==> src/rtl/demoscene_pkg.sv <==
// Shared constants, FSM state type and register map for the demoscene SPI
// control block.
package demoscene_pkg;

    localparam int SPI_FRAME_BITS = 16;
    localparam int SPI_CMD_BITS   = 8;
    localparam int SPI_W_BIT      = 15;

    // Register map seen by the pixel, PWM and audio consumers.
    localparam int REG_COLOR      = 0;
    localparam int REG_SAMPLE     = 1;
    localparam int REG_AUDIO_CTRL = 2;
    localparam int REG_SCROLL     = 3;

    typedef enum logic [1:0] {
        IDLE = 2'd0,
        CMD  = 2'd1,
        DATA = 2'd2,
        DONE = 2'd3
    } spi_state_e;

    // A 7-bit frame address is usable only when the bits above the decoded
    // field are zero and it names an implemented register.
    function automatic logic addr_in_range(input logic [6:0] addr,
                                           input int num_regs,
                                           input int addr_w);
        int a;
        a = int'(addr);
        return ((a >> addr_w) == 32'sd0) && (a < num_regs);
    endfunction

endpackage

==> src/rtl/spi_sync_edge.sv <==
// Multi-flop synchroniser for one asynchronous pin, plus single-clk rise and
// fall pulses taken from a registered copy of the synchronised level.
module spi_sync_edge #(
    parameter int   STAGES   = 2,
    parameter logic IDLE_VAL = 1'b0
) (
    input  logic clk,
    input  logic rst_n,
    input  logic async_i,
    output logic sync_o,
    output logic rise_o,
    output logic fall_o
);

    logic [STAGES-1:0] sync_q;
    logic              prev_q;

    // Synchroniser chain and one-clk-delayed copy used for edge detection.
    always_ff @(posedge clk or negedge rst_n) begin
        if (!rst_n) begin
            sync_q <= {STAGES{IDLE_VAL}};
            prev_q <= IDLE_VAL;
        end else begin
            sync_q <= {sync_q[STAGES-2:0], async_i};
            prev_q <= sync_q[STAGES-1];
        end
    end

    assign sync_o = sync_q[STAGES-1];
    assign rise_o = sync_q[STAGES-1] & ~prev_q;
    assign fall_o = ~sync_q[STAGES-1] & prev_q;

endmodule

==> src/rtl/spi_ctrl_regs.sv <==
// SPI mode-0 slave, oversampled in the clk domain, owning the control
// register file. Frame: W, A[6:0], D[7:0], MSB first.
module spi_ctrl_regs
    import demoscene_pkg::*;
#(
    parameter int NUM_REGS    = 8,
    parameter int ADDR_W      = 3,
    parameter int SYNC_STAGES = 2
) (
    input  logic                  clk,
    input  logic                  rst_n,
    input  logic                  SCLK,
    input  logic                  SSEL,
    input  logic                  MOSI,
    output logic                  MISO,
    output logic [NUM_REGS*8-1:0] regs,
    output logic                  wr_strobe,
    output logic [ADDR_W-1:0]     wr_addr
);

    localparam int W_IDX = SPI_W_BIT - SPI_CMD_BITS;

    logic sclk_sync_unused_s, sclk_rise_s, sclk_fall_s;
    logic ssel_sync_s, ssel_rise_unused_s, ssel_fall_s;
    logic mosi_sync_s, mosi_rise_unused_s, mosi_fall_unused_s;

    spi_state_e state_q, state_d;

    logic [4:0]            cnt_q;
    logic [7:0]            shift_in_q;
    logic [7:0]            cmd_q;
    logic [7:0]            shift_out_q;
    logic                  commit_q;
    logic                  miso_q;
    logic [NUM_REGS*8-1:0] regs_q;
    logic                  wr_strobe_q;
    logic [ADDR_W-1:0]     wr_addr_q;

    logic                  shift_en_s, cmd_last_s, frame_last_s, miso_shift_s;
    logic [7:0]            cmd_next_s;
    logic [ADDR_W-1:0]     rd_idx_s, wr_idx_s;
    logic [7:0]            rd_byte_s, rd_load_s;

    spi_sync_edge #(.STAGES(SYNC_STAGES), .IDLE_VAL(1'b0)) u_sclk_sync (
        .clk(clk), .rst_n(rst_n), .async_i(SCLK),
        .sync_o(sclk_sync_unused_s), .rise_o(sclk_rise_s), .fall_o(sclk_fall_s)
    );

    spi_sync_edge #(.STAGES(SYNC_STAGES), .IDLE_VAL(1'b1)) u_ssel_sync (
        .clk(clk), .rst_n(rst_n), .async_i(SSEL),
        .sync_o(ssel_sync_s), .rise_o(ssel_rise_unused_s), .fall_o(ssel_fall_s)
    );

    spi_sync_edge #(.STAGES(SYNC_STAGES), .IDLE_VAL(1'b0)) u_mosi_sync (
        .clk(clk), .rst_n(rst_n), .async_i(MOSI),
        .sync_o(mosi_sync_s), .rise_o(mosi_rise_unused_s), .fall_o(mosi_fall_unused_s)
    );

    // The byte the shift-in register would hold after the current rise;
    // at the 8th rise it is the command byte.
    assign cmd_next_s = {shift_in_q[6:0], mosi_sync_s};
    assign rd_idx_s   = cmd_next_s[ADDR_W-1:0];
    assign wr_idx_s   = cmd_q[ADDR_W-1:0];
    assign rd_byte_s  = regs_q[{rd_idx_s, 3'b000} +: 8];
    assign rd_load_s  = addr_in_range(cmd_next_s[6:0], NUM_REGS, ADDR_W) ? rd_byte_s : 8'h00;

    // FSM state register.
    always_ff @(posedge clk or negedge rst_n) begin
        if (!rst_n) begin
            state_q <= IDLE;
        end else begin
            state_q <= state_d;
        end
    end

    // FSM next state: select released always aborts to IDLE.
    always_comb begin
        state_d = state_q;
        if (ssel_sync_s) begin
            state_d = IDLE;
        end else begin
            case (state_q)
                IDLE:    state_d = ssel_fall_s  ? CMD  : IDLE;
                CMD:     state_d = cmd_last_s   ? DATA : CMD;
                DATA:    state_d = frame_last_s ? DONE : DATA;
                DONE:    state_d = DONE;
                default: state_d = IDLE;
            endcase
        end
    end

    // FSM outputs: shift, command-latch, frame-end and MISO-shift enables.
    always_comb begin
        shift_en_s   = 1'b0;
        cmd_last_s   = 1'b0;
        frame_last_s = 1'b0;
        miso_shift_s = 1'b0;
        if (!ssel_sync_s) begin
            case (state_q)
                CMD: begin
                    shift_en_s = sclk_rise_s;
                    cmd_last_s = sclk_rise_s && (cnt_q == 5'(SPI_CMD_BITS - 1));
                end
                DATA: begin
                    shift_en_s   = sclk_rise_s;
                    frame_last_s = sclk_rise_s && (cnt_q == 5'(SPI_FRAME_BITS - 1));
                    miso_shift_s = sclk_fall_s && !cmd_q[W_IDX];
                end
                default: begin
                    shift_en_s   = 1'b0;
                    cmd_last_s   = 1'b0;
                    frame_last_s = 1'b0;
                    miso_shift_s = 1'b0;
                end
            endcase
        end else begin
            shift_en_s   = 1'b0;
            cmd_last_s   = 1'b0;
            frame_last_s = 1'b0;
            miso_shift_s = 1'b0;
        end
    end

    // Bit counter, shift-in/out registers, command latch and commit request.
    always_ff @(posedge clk or negedge rst_n) begin
        if (!rst_n) begin
            cnt_q       <= 5'd0;
            shift_in_q  <= 8'h00;
            cmd_q       <= 8'h00;
            shift_out_q <= 8'h00;
            commit_q    <= 1'b0;
        end else begin
            commit_q <= frame_last_s && cmd_q[W_IDX]
                        && addr_in_range(cmd_q[6:0], NUM_REGS, ADDR_W);
            if (state_d == IDLE) begin
                cnt_q <= 5'd0;
            end else if (shift_en_s) begin
                cnt_q <= cnt_q + 5'd1;
            end
            if (shift_en_s) begin
                shift_in_q <= cmd_next_s;
            end
            // Read data is captured at the 8th rise, before any later write.
            if (cmd_last_s) begin
                cmd_q       <= cmd_next_s;
                shift_out_q <= cmd_next_s[W_IDX] ? 8'h00 : rd_load_s;
            end else if (miso_shift_s) begin
                shift_out_q <= {shift_out_q[6:0], 1'b0};
            end
        end
    end

    // MISO: one bit per fall in a read DATA phase, forced low otherwise.
    always_ff @(posedge clk or negedge rst_n) begin
        if (!rst_n) begin
            miso_q <= 1'b0;
        end else if ((state_d != DATA) || cmd_q[W_IDX]) begin
            miso_q <= 1'b0;
        end else if (miso_shift_s) begin
            miso_q <= shift_out_q[7];
        end
    end

    // Register file write commit, one-clk strobe and last-written address.
    always_ff @(posedge clk or negedge rst_n) begin
        if (!rst_n) begin
            regs_q      <= '0;
            wr_strobe_q <= 1'b0;
            wr_addr_q   <= '0;
        end else begin
            wr_strobe_q <= commit_q;
            if (commit_q) begin
                regs_q[{wr_idx_s, 3'b000} +: 8] <= shift_in_q;
                wr_addr_q                       <= wr_idx_s;
            end
        end
    end

    assign MISO      = miso_q;
    assign regs      = regs_q;
    assign wr_strobe = wr_strobe_q;
    assign wr_addr   = wr_addr_q;

endmodule

==> config.mk <==
export PLATFORM = sky130hd
export DESIGN_NAME = spi_ctrl_regs
export DESIGN_NICKNAME = d
export VERILOG_FILES = /design/src/rtl/demoscene_pkg.sv /design/src/rtl/spi_sync_edge.sv /design/src/rtl/spi_ctrl_regs.sv
export SDC_FILE = /design/constraint.sdc
export NUM_CORES = 1
export LEC_CHECK = 0
export CAP_MARGIN = 20
export CORE_MARGIN = 3
export CORE_UTILIZATION = 52
export CTS_BUF_LIST = sky130_fd_sc_hd__clkbuf_4 sky130_fd_sc_hd__clkbuf_8
export CTS_CLUSTER_DIAMETER = 150
export DETAILED_ROUTE_END_ITERATION = 10
export DONT_BUFFER_PORTS = 1
export PLACE_DENSITY = 0.7
export SLEW_MARGIN = 20
export SYNTH_ARGS = -nofsm -noshare
export SYNTH_HDL_FRONTEND = slang
export SYNTH_SLANG_ARGS = --single-unit
==> constraint.sdc <==
create_clock -name clk -period 2.4 [get_ports clk]
set_clock_uncertainty 0.2 [all_clocks]
set_input_delay 0.12 -clock clk [delete_from_list [all_inputs] [get_ports clk]]
set_output_delay 0.12 -clock clk [all_outputs]
set_load 0.02 [all_outputs]
Word-level counts from Yosys, hierarchy flattened --
Index checks and enable logic that the tools add are counted. Widths: inputs -> output; s select.
Storage, ports and cells: latch bits 0, memories kept 0, bits in read-only memories 0, register bits after elaboration 109, bits of input ports 5, bits in writable memories 0, output and inout port bits 69, word-level logic and storage cells 73
Cells by class: reductions and logical operators 17, add/subtract/negate cells 2, equality and inequality tests 6, shifts and indexed selects 3, multiplexer cells 22, div/mod/pow operators 0, multipliers 0, order comparisons 2, bitwise operators 6
Operators by type and width (count):
- $bwmux 64 | 1
- $logic_not 32->1 | 2
- $shift 8x8->64 const A | 1
- $shiftx 64x7->8 | 1
- $shiftx 8x8->64 | 1
- $mux 8 | 4
- $lt 7x4->1 const B | 2
- $mux 1 | 12
- $mux 5 | 2
- $neg 6->8 | 1
- $pmux 2 s4 | 1
- $logic_and 1x1->1 | 7
- $reduce_bool 2->1 | 3
- $add 5x1->5 const B | 1
- $eq 5x3->1 const B | 1
- $eq 5x4->1 const B | 1
- $eq 2x2->1 const B | 2
- $logic_not 2->1 | 2
- $mux 2 | 2
- $and 1x1->1 | 3
- $not 1->1 | 3
- $eq 2x1->1 const B | 1
- $ne 2x2->1 const B | 1
- $reduce_or 2->1 | 1
- 2 further kinds | 2

Longest topological paths before layout --
Gate-level depths: netlist (run 1).
depth in word-level cells 11, mapped depth 8, depth with buffers taken out 7

Modules after synthesis --
A second synthesis (run 1) with hierarchy kept.
Unflattened totals: cell total of the unflattened synthesis 359, area, all modules 4982.3 sq um
Modules (own cells, without submodules):
- spi_ctrl_regs | sequential area each 2527.4 sq um, cells an instance 344, area each 4708.3 sq um, times used 1
- spi_sync_edge at u_mosi_sync ... | sequential area each 75.1 sq um, cells an instance 5, area each 90.1 sq um, times used 2
- spi_sync_edge at u_ssel_sync | sequential area each 78.8 sq um, cells an instance 5, area each 93.8 sq um, times used 1

Worst setup path before layout (run 1) --
No wires, ideal clock.
path type flip-flop to flip-flop, from reg cmd_q[0], to reg regs_q[10], in the netlist regs[10], path slack 0.072 ns, data required time 2.075 ns, stages on the path, launching flop included 8, arrival 2.003 ns, buffers on the path 1, clock period less this slack 2.328 ns, path through dfrtp_1 inv_1 ha_1 ha_1 clkbuf_1 nand2_1 nor2_1 mux2_2
Between the ends: cells in the longest elaborated chain, start to end 3, elaborated cells on any way between the ends 4, classes of those cells 1 x add/sub; 2 x shift; 1 x mux
Ends and longest elaborated chain:
- from (decl) | line spi_ctrl_regs.sv:31 | logic [7:0] cmd_q;
- from (signal assigned) | line spi_ctrl_regs.sv:145 | cmd_q <= cmd_next_s;
- $neg 6->8 * | line spi_ctrl_regs.sv:173 | regs_q[{wr_idx_s, 3'b000} +: 8] <= shift_in_q;
- $shiftx 8x8->64 or $shift 8x8->64 (tied branches) | line spi_ctrl_regs.sv:173
- $bwmux 64 * | line spi_ctrl_regs.sv:173
- to (signal, indexed assignment) | line spi_ctrl_regs.sv:173
- to (decl) | line spi_ctrl_regs.sv:35 | logic [NUM_REGS*8-1:0] regs_q;
Every way passes the cells marked *; elsewhere a longest branch is shown, timed or not. A chain may end at the register's enable or synchronous reset.

Worst setup path in the final report (run 1) --
from reg cmd_q[0], to reg regs_q[56], in the netlist regs[56]
The elaborated chain is that of the path after synthesis.

==> results of run 1 <==
==> kinds of logic (layout without fill, tap and decap cells) <==
logic type,count (synthesis),after routing,share of synthesized area [%]
AO/OA/AOI/OAI,13,13,1.83
XOR/XNOR,3,3,0.541
adder cells (fa/ha/maj),8,8,2.06
buffers and inverters,30,49,2.42
flip-flops,109,109,56.2
multiplexers,102,102,27.3
AND/OR/NAND/NOR,86,86,9.61
==> layout make-up <==
cell class	count	area, um^2
Multi-Input combinational cell	212	2030
Sequential cell	109	2730
Tap cell	108	135
Timing Repair Buffer	25	208
Clock buffer	11	151
Clock inverter	5	67.6
Inverter	8	30.0
Fill cell	688	3540
==> worst reg2reg max path, delay by kind of cell (launching register included) <==
family                   cells  cell delay [ns]
multiplexers                 1             0.34
AND/OR/NAND/NOR              2             0.78
flip-flops                   1             0.37
adder cells (fa/ha/maj)      2             0.42
buffers and inverters        1             0.07
==> placed cells by master, fill, tap and decap left out, types with 3 or more instances in the layout <==
cell,count
nor2_1,5
buf_4,21
nand2_1,28
a21oi_1,4
mux4_2,16
dfstp_2,3
dfrtp_1,106
ha_1,7
nand3b_1,3
clkinv_4,3
dlygate4sd3_1,3
mux2_2,84
nand3_1,25
o21ai_0,5
inv_1,8
clkbuf_8,11
==> metrics by stage <==
step           hold WS, ns  util, %  total power [uW]  cell area (um^2)  setup WS (ns)
2_1_floorplan       -0.376        -              2050              4860         0.0721
3_3_place_gp        -0.371     57.2              2120              5090          0.207
3_5_place_dp        -0.372     57.2              2120              5090          0.129
4_1_cts             -0.781     60.0              3290              5340          0.101
5_1_grt             -0.808     60.2              3400              5350         0.0137
6_report            -0.765     60.2              3260              5350          0.115
==> state kept, by name, summed over array words and instances, names as in the netlist <==
| signal | count |
|---|---|
| MISO | 1 |
| cmd_q | 8 |
| cnt_q | 5 |
| commit_q | 1 |
| regs | 64 |
| shift_in_q | 8 |
| shift_out_q | 8 |
| state_q | 2 |
| u_mosi_sync.sync_q | 2 |
| u_sclk_sync.prev_q | 1 |
| u_sclk_sync.sync_q | 2 |
| u_ssel_sync.prev_q | 1 |
| u_ssel_sync.sync_q | 2 |
| wr_addr | 3 |
| wr_strobe | 1 |
==> how the worst min path moves through the flow <==
stage                     depth (start not counted)  slack (ns)                     to  startpoint
final                                             0       -0.77             state_q[0]       rst_n
after global routing                              0       -0.81             state_q[0]       rst_n
after CTS                                         0       -0.78             state_q[0]       rst_n
after detailed placement                          0       -0.37             state_q[0]       rst_n
after global placement                            0       -0.37  u_sclk_sync.sync_q[1]       rst_n
after floorplan                                   0       -0.38                   MISO       rst_n
==> repair_timing <==
action                     in CTS  in global routing
setup endpoints to repair       0                 12
resized for setup               0                  5
hold endpoints to repair      112                109
==> layer usage <==
layer | global-route usage (%) | vias up | share of wire, %
met5 | 0 | - | 0
met4 | 6.96 | 0 | 1.1
met3 | 7.10 | 8 | 7.1
met2 | 33.7 | 78 | 49
met1 | 28.4 | 1531 | 42
li1 | - | 1293 | -
==> report_power, final <==
| group | switching, uW | leakage (uW) | total (uW) | internal [uW] |
|---|---|---|---|---|
| clock | 625 | 0.000112 | 1180 | 553 |
| combinational | 78.9 | 0.000976 | 160 | 81.4 |
| sequential | 65.0 | 0.00150 | 1930 | 1860 |
| total | 769 | 0.00258 | 3260 | 2490 |
==> reports/qor.yml, run 1 <==
status: "finished with violations"
violations: "hold timing"
synth_top_cell_area_share_pct: 54.6
die_area_um2: 10500
max_slew_margin_pct: 45.6
wl_um: 10600
p_leak_uw: 0.00258
synth_common_cells: "dfrtp_1 (106), mux2_2 (84), nand2_1 (29)"
setup_viol: 0
drtPass1Iterations: 4
dp.cells: 459
fin_nets: 378
p_per_area_nw_per_um2: 610
ir_drop_mv: 0.283
reg2reg_to: "regs[56]"
die_width_um: 103
cts-root-buf: "clkbuf_8"
rows: 34
worstPathRequired_ns: 2.45
fin_crit_sh_pct: 95.2
grt_pass1_vias: 3102
cts_buffers: 9
startpoint: "cmd_q[0]"
via_count: 2910
syn_to_final_growth_pct: 10.2
cp.depth: 6
yosysWarningCount: 0
async_flop_share_pct: 100
worst_setup_path_end_kind: "flop"
htreeDepth: 3
synth.most_common_cell: "dfrtp_1"
critPathCapture: "regs[56]"
yosys.area.top_type: "dfrtp_1"
dp_hpwl_um: 7350
ant_nets: 0
critical_path_class: "flop to flop"
antenna_found_initial: 0
cp_num_buf_inv: 1
startpoint_type: "flop"
post-cts-setup-buffers: 0
grt_pass1_wl_um: 16800
drc: 0
min_path_type: "input pin to async pin"
syn_nets: 364
crit_path_max_fanout: 9
drive_gt1_share_pct: 41.4
vias_per_cell: 6.09
cts_tree: "done"
synth_cells: 351
synth_area_um2: 4860
critical_path.top_delay_family: "simple AND/OR/NAND/NOR gates"
grt_max_degree: 110
rsz0062_at_grt: "false"
yosysUniqueCellTypes: 40
antenna_cells: 0
clkSinkCount: 109
grt_usage_pct: 21.5
ys_seq_area_share_pct: 56.2
synth_edf_count: 0
start_util_pct: 54.6
worst_pin_slew_ns: 0.816
syn_avg_cell_area_um2: 13.8
critPathArrivalTime_ns: 2.33
cp_cell_sequence: "inv_1, ha_1, ha_1, nand3b_1, or3_1, mux2_2"
critPathMaxStageDelay_ns: 0.53
slowest_stage: "or3_1"
layout_min_cycle_time_ns: 2.28
setup_tns_ns: 0
cpMostUsedCell: "ha_1"
timing.hold.ws_ns: -0.765
synth-main-ff-cell: "dfrtp_1"
final-instance-count-excl-fill: 478
overflow: 0
cts.path.max_buffers: 2
r2r_cells: 6
reg2reg_slack_ns: 0.12
regToRegStartpoint: "cmd_q[0]"
wire_per_inst_um: 22.1
fmax_mhz: 438
hold_violations: 109
gp_congestion: 0.802
numPortBuffers: 0
cts_hold_buffers: 3
cap_violations: 0
slew_violations: 0
ios: 74
clkLatencyLatePin_ns: 0.36
clk_pin_slew_ns: 0.10
core_area_um2: 8890
drt_iter0_drc: 132
fp.dieH_um: 103
ys_ff_latch: 109
netlist_top_cells_area: "dfrtp_1 (55%), mux2_2 (19%), mux4_2 (7.4%)"
Power figures use the tool's default switching activity.
==> run 2: changes to the inputs <==
- CTS_BUF_LIST: sky130_fd_sc_hd__clkbuf_4 sky130_fd_sc_hd__clkbuf_8 -> sky130_fd_sc_hd__clkbuf_2
==> reports/qor.yml, run 2 (synthesis results as in run 1) <==
status: "finished with violations"
violations: "hold timing"
critical_path.top_delay_family: "simple AND/OR/NAND/NOR gates"
syn_to_final_growth_pct: 9.02
numPortBuffers: 0
layout_commonest_cell: "dfrtp_1"
largest_register_ffs: 64
cts.path.max_buffers: 2
grt_pass1_wl_um: 17000
met1_usage_pct: 28.7
critical_path_class: "flop to flop"
die_width_um: 103
grt_pass1_vias: 3105
worst_pin_slew_ns: 0.789
power_uw: 2950
drc: 0
antenna_cells: 0
final_cell_mix: "dfrtp_1 (105), mux2_2 (84), nand2_1 (28)"
min_path_type: "input pin to async pin"
cts_hold_buffers: 6
cpMostUsedCell: "ha_1"
dp_hpwl_um: 7350
setup_viol: 0
seq_area_um2: 2730
grt_max_degree: 110
grt_usage_pct: 21.6
startpoint_type: "flop"
die_area_um2: 10500
via_count: 2902
cap_violations: 0
post-cts-setup-buffers: 0
vias_per_cell: 6.03
slowest_stage: "or3_1"
rows: 34
slew_violations: 0
antenna_found_initial: 0
core_area_um2: 8890
worstPathRequired_ns: 2.69
clkLatencyLatePin_ns: 0.59
fp.dieH_um: 103
timing.hold.ws_ns: -1.04
critPathArrivalTime_ns: 2.60
rsz0062_at_grt: "false"
setup_tns_ns: 0
critPathMaxStageDelay_ns: 0.54
drive_gt1_share_pct: 40.8
fin_nets: 381
clkSinkCount: 109
ir_drop_mv: 0.293
htreeDepth: 3
cp_num_buf_inv: 1
max_slew_margin_pct: 47.4
ant_nets: 0
p_leak_uw: 0.00256
fin_crit_sh_pct: 96.5
drt_iter0_drc: 109
ios: 74
cts-root-buf: "clkbuf_2"
fill_cells: 696
top_usage_layer: "met2"
drtPass1Iterations: 4
fmax_mhz: 432
multi_input_area_um2: 2040
wl_um: 10600
gp_congestion: 0.802
crit_path_max_fanout: 9
worst_setup_path_end_kind: "flop"
use_met3_pct: 7.51
layout_min_cycle_time_ns: 2.32
clk_pin_slew_ns: 0.29
cts_buffers: 9
cts_tree: "done"
start_util_pct: 54.6
p_per_area_nw_per_um2: 556
hold_violations: 109
overflow: 0
cp_cell_sequence: "inv_1, ha_1, ha_1, nand3b_1, or3_1, mux2_2"
grtUsageMet2_pct: 33.9
wire_per_inst_um: 22.0
## run 2: cell count changes in the layout (fill, tap and decap cells not counted), sizes merged
cell | previous run | this run
clkbuf | 11 | 9
clkinv | 3 | 5
dlygate4sd3 | 3 | 6
## run 2: worst paths after layout
path | start | endpoint | cells past startpoint | slack (ns)
hold reg to reg | u_mosi_sync.sync_q[0] | u_mosi_sync.sync_q[1] | 0 | 0.19
max in group asynchronous | rst_n | u_ssel_sync.sync_q[1] | 0 | 2.79
setup / recovery | cmd_q[0] | regs[56] | 6 | 0.08
setup reg to reg | cmd_q[0] | regs[56] | 6 | 0.08
hold / removal | rst_n | state_q[0] | 0 | -1.04
min in group clk | u_mosi_sync.sync_q[0] | u_mosi_sync.sync_q[1] | 0 | 0.19
## run 2: metal layers
layer  wire length [um]  share of wire, %  vias to the layer above
met5                  0                 0                        -
met3                751               7.1                       15
met2               5280                50                       70
met4                152               1.4                        0
met1               4400                42                     1522
li1                   -                 -                     1295
## run 2: stage by stage
step / hold slack, ns / instances / worst slack, ns / util [%] / area [um^2]
3_5_place_dp: -0.372 / 459 / 0.129 / 57.2 / 5090
3_3_place_gp: -0.371 / 459 / 0.207 / 57.2 / 5090
4_1_cts: -1.05 / 481 / 0.0956 / 59.3 / 5270
2_1_floorplan: -0.376 / 351 / 0.0721 / - / 4860
5_1_grt: -1.14 / 481 / 0.00284 / 59.6 / 5300
6_report: -1.04 / 481 / 0.0829 / 59.6 / 5300
## run 2: worst register-to-register path, delay by kind of cell (launching register included)
kind	cells	cell delay, ns
buffers and inverters	1	0.08
multiplexers	1	0.34
flip-flops	1	0.42
adder cells (fa/ha/maj)	2	0.42
AND/OR/NAND/NOR	2	0.78
## run 2: final cells by class
cell class                 instances  share of cell area (%)
clock buffer                       9                   0.851
clock inverter                     7                    1.42
inverter                           8                   0.567
multi-input combinational        212                    38.5
sequential                       109                    51.6
tap                              108                    2.55
timing repair buffer              28                    4.49
## run 2: repair_timing
action,in CTS,in global routing
hold endpoints to repair,112,109
resized for setup,0,7
setup endpoints to repair,0,19
## run 2: power by group
| group | switching (uW) | internal, uW |
|---|---|---|
| logic | 80.0 | 84.6 |
| clock network | 604 | 248 |
| registers | 62.8 | 1870 |
| total | 746 | 2200 |
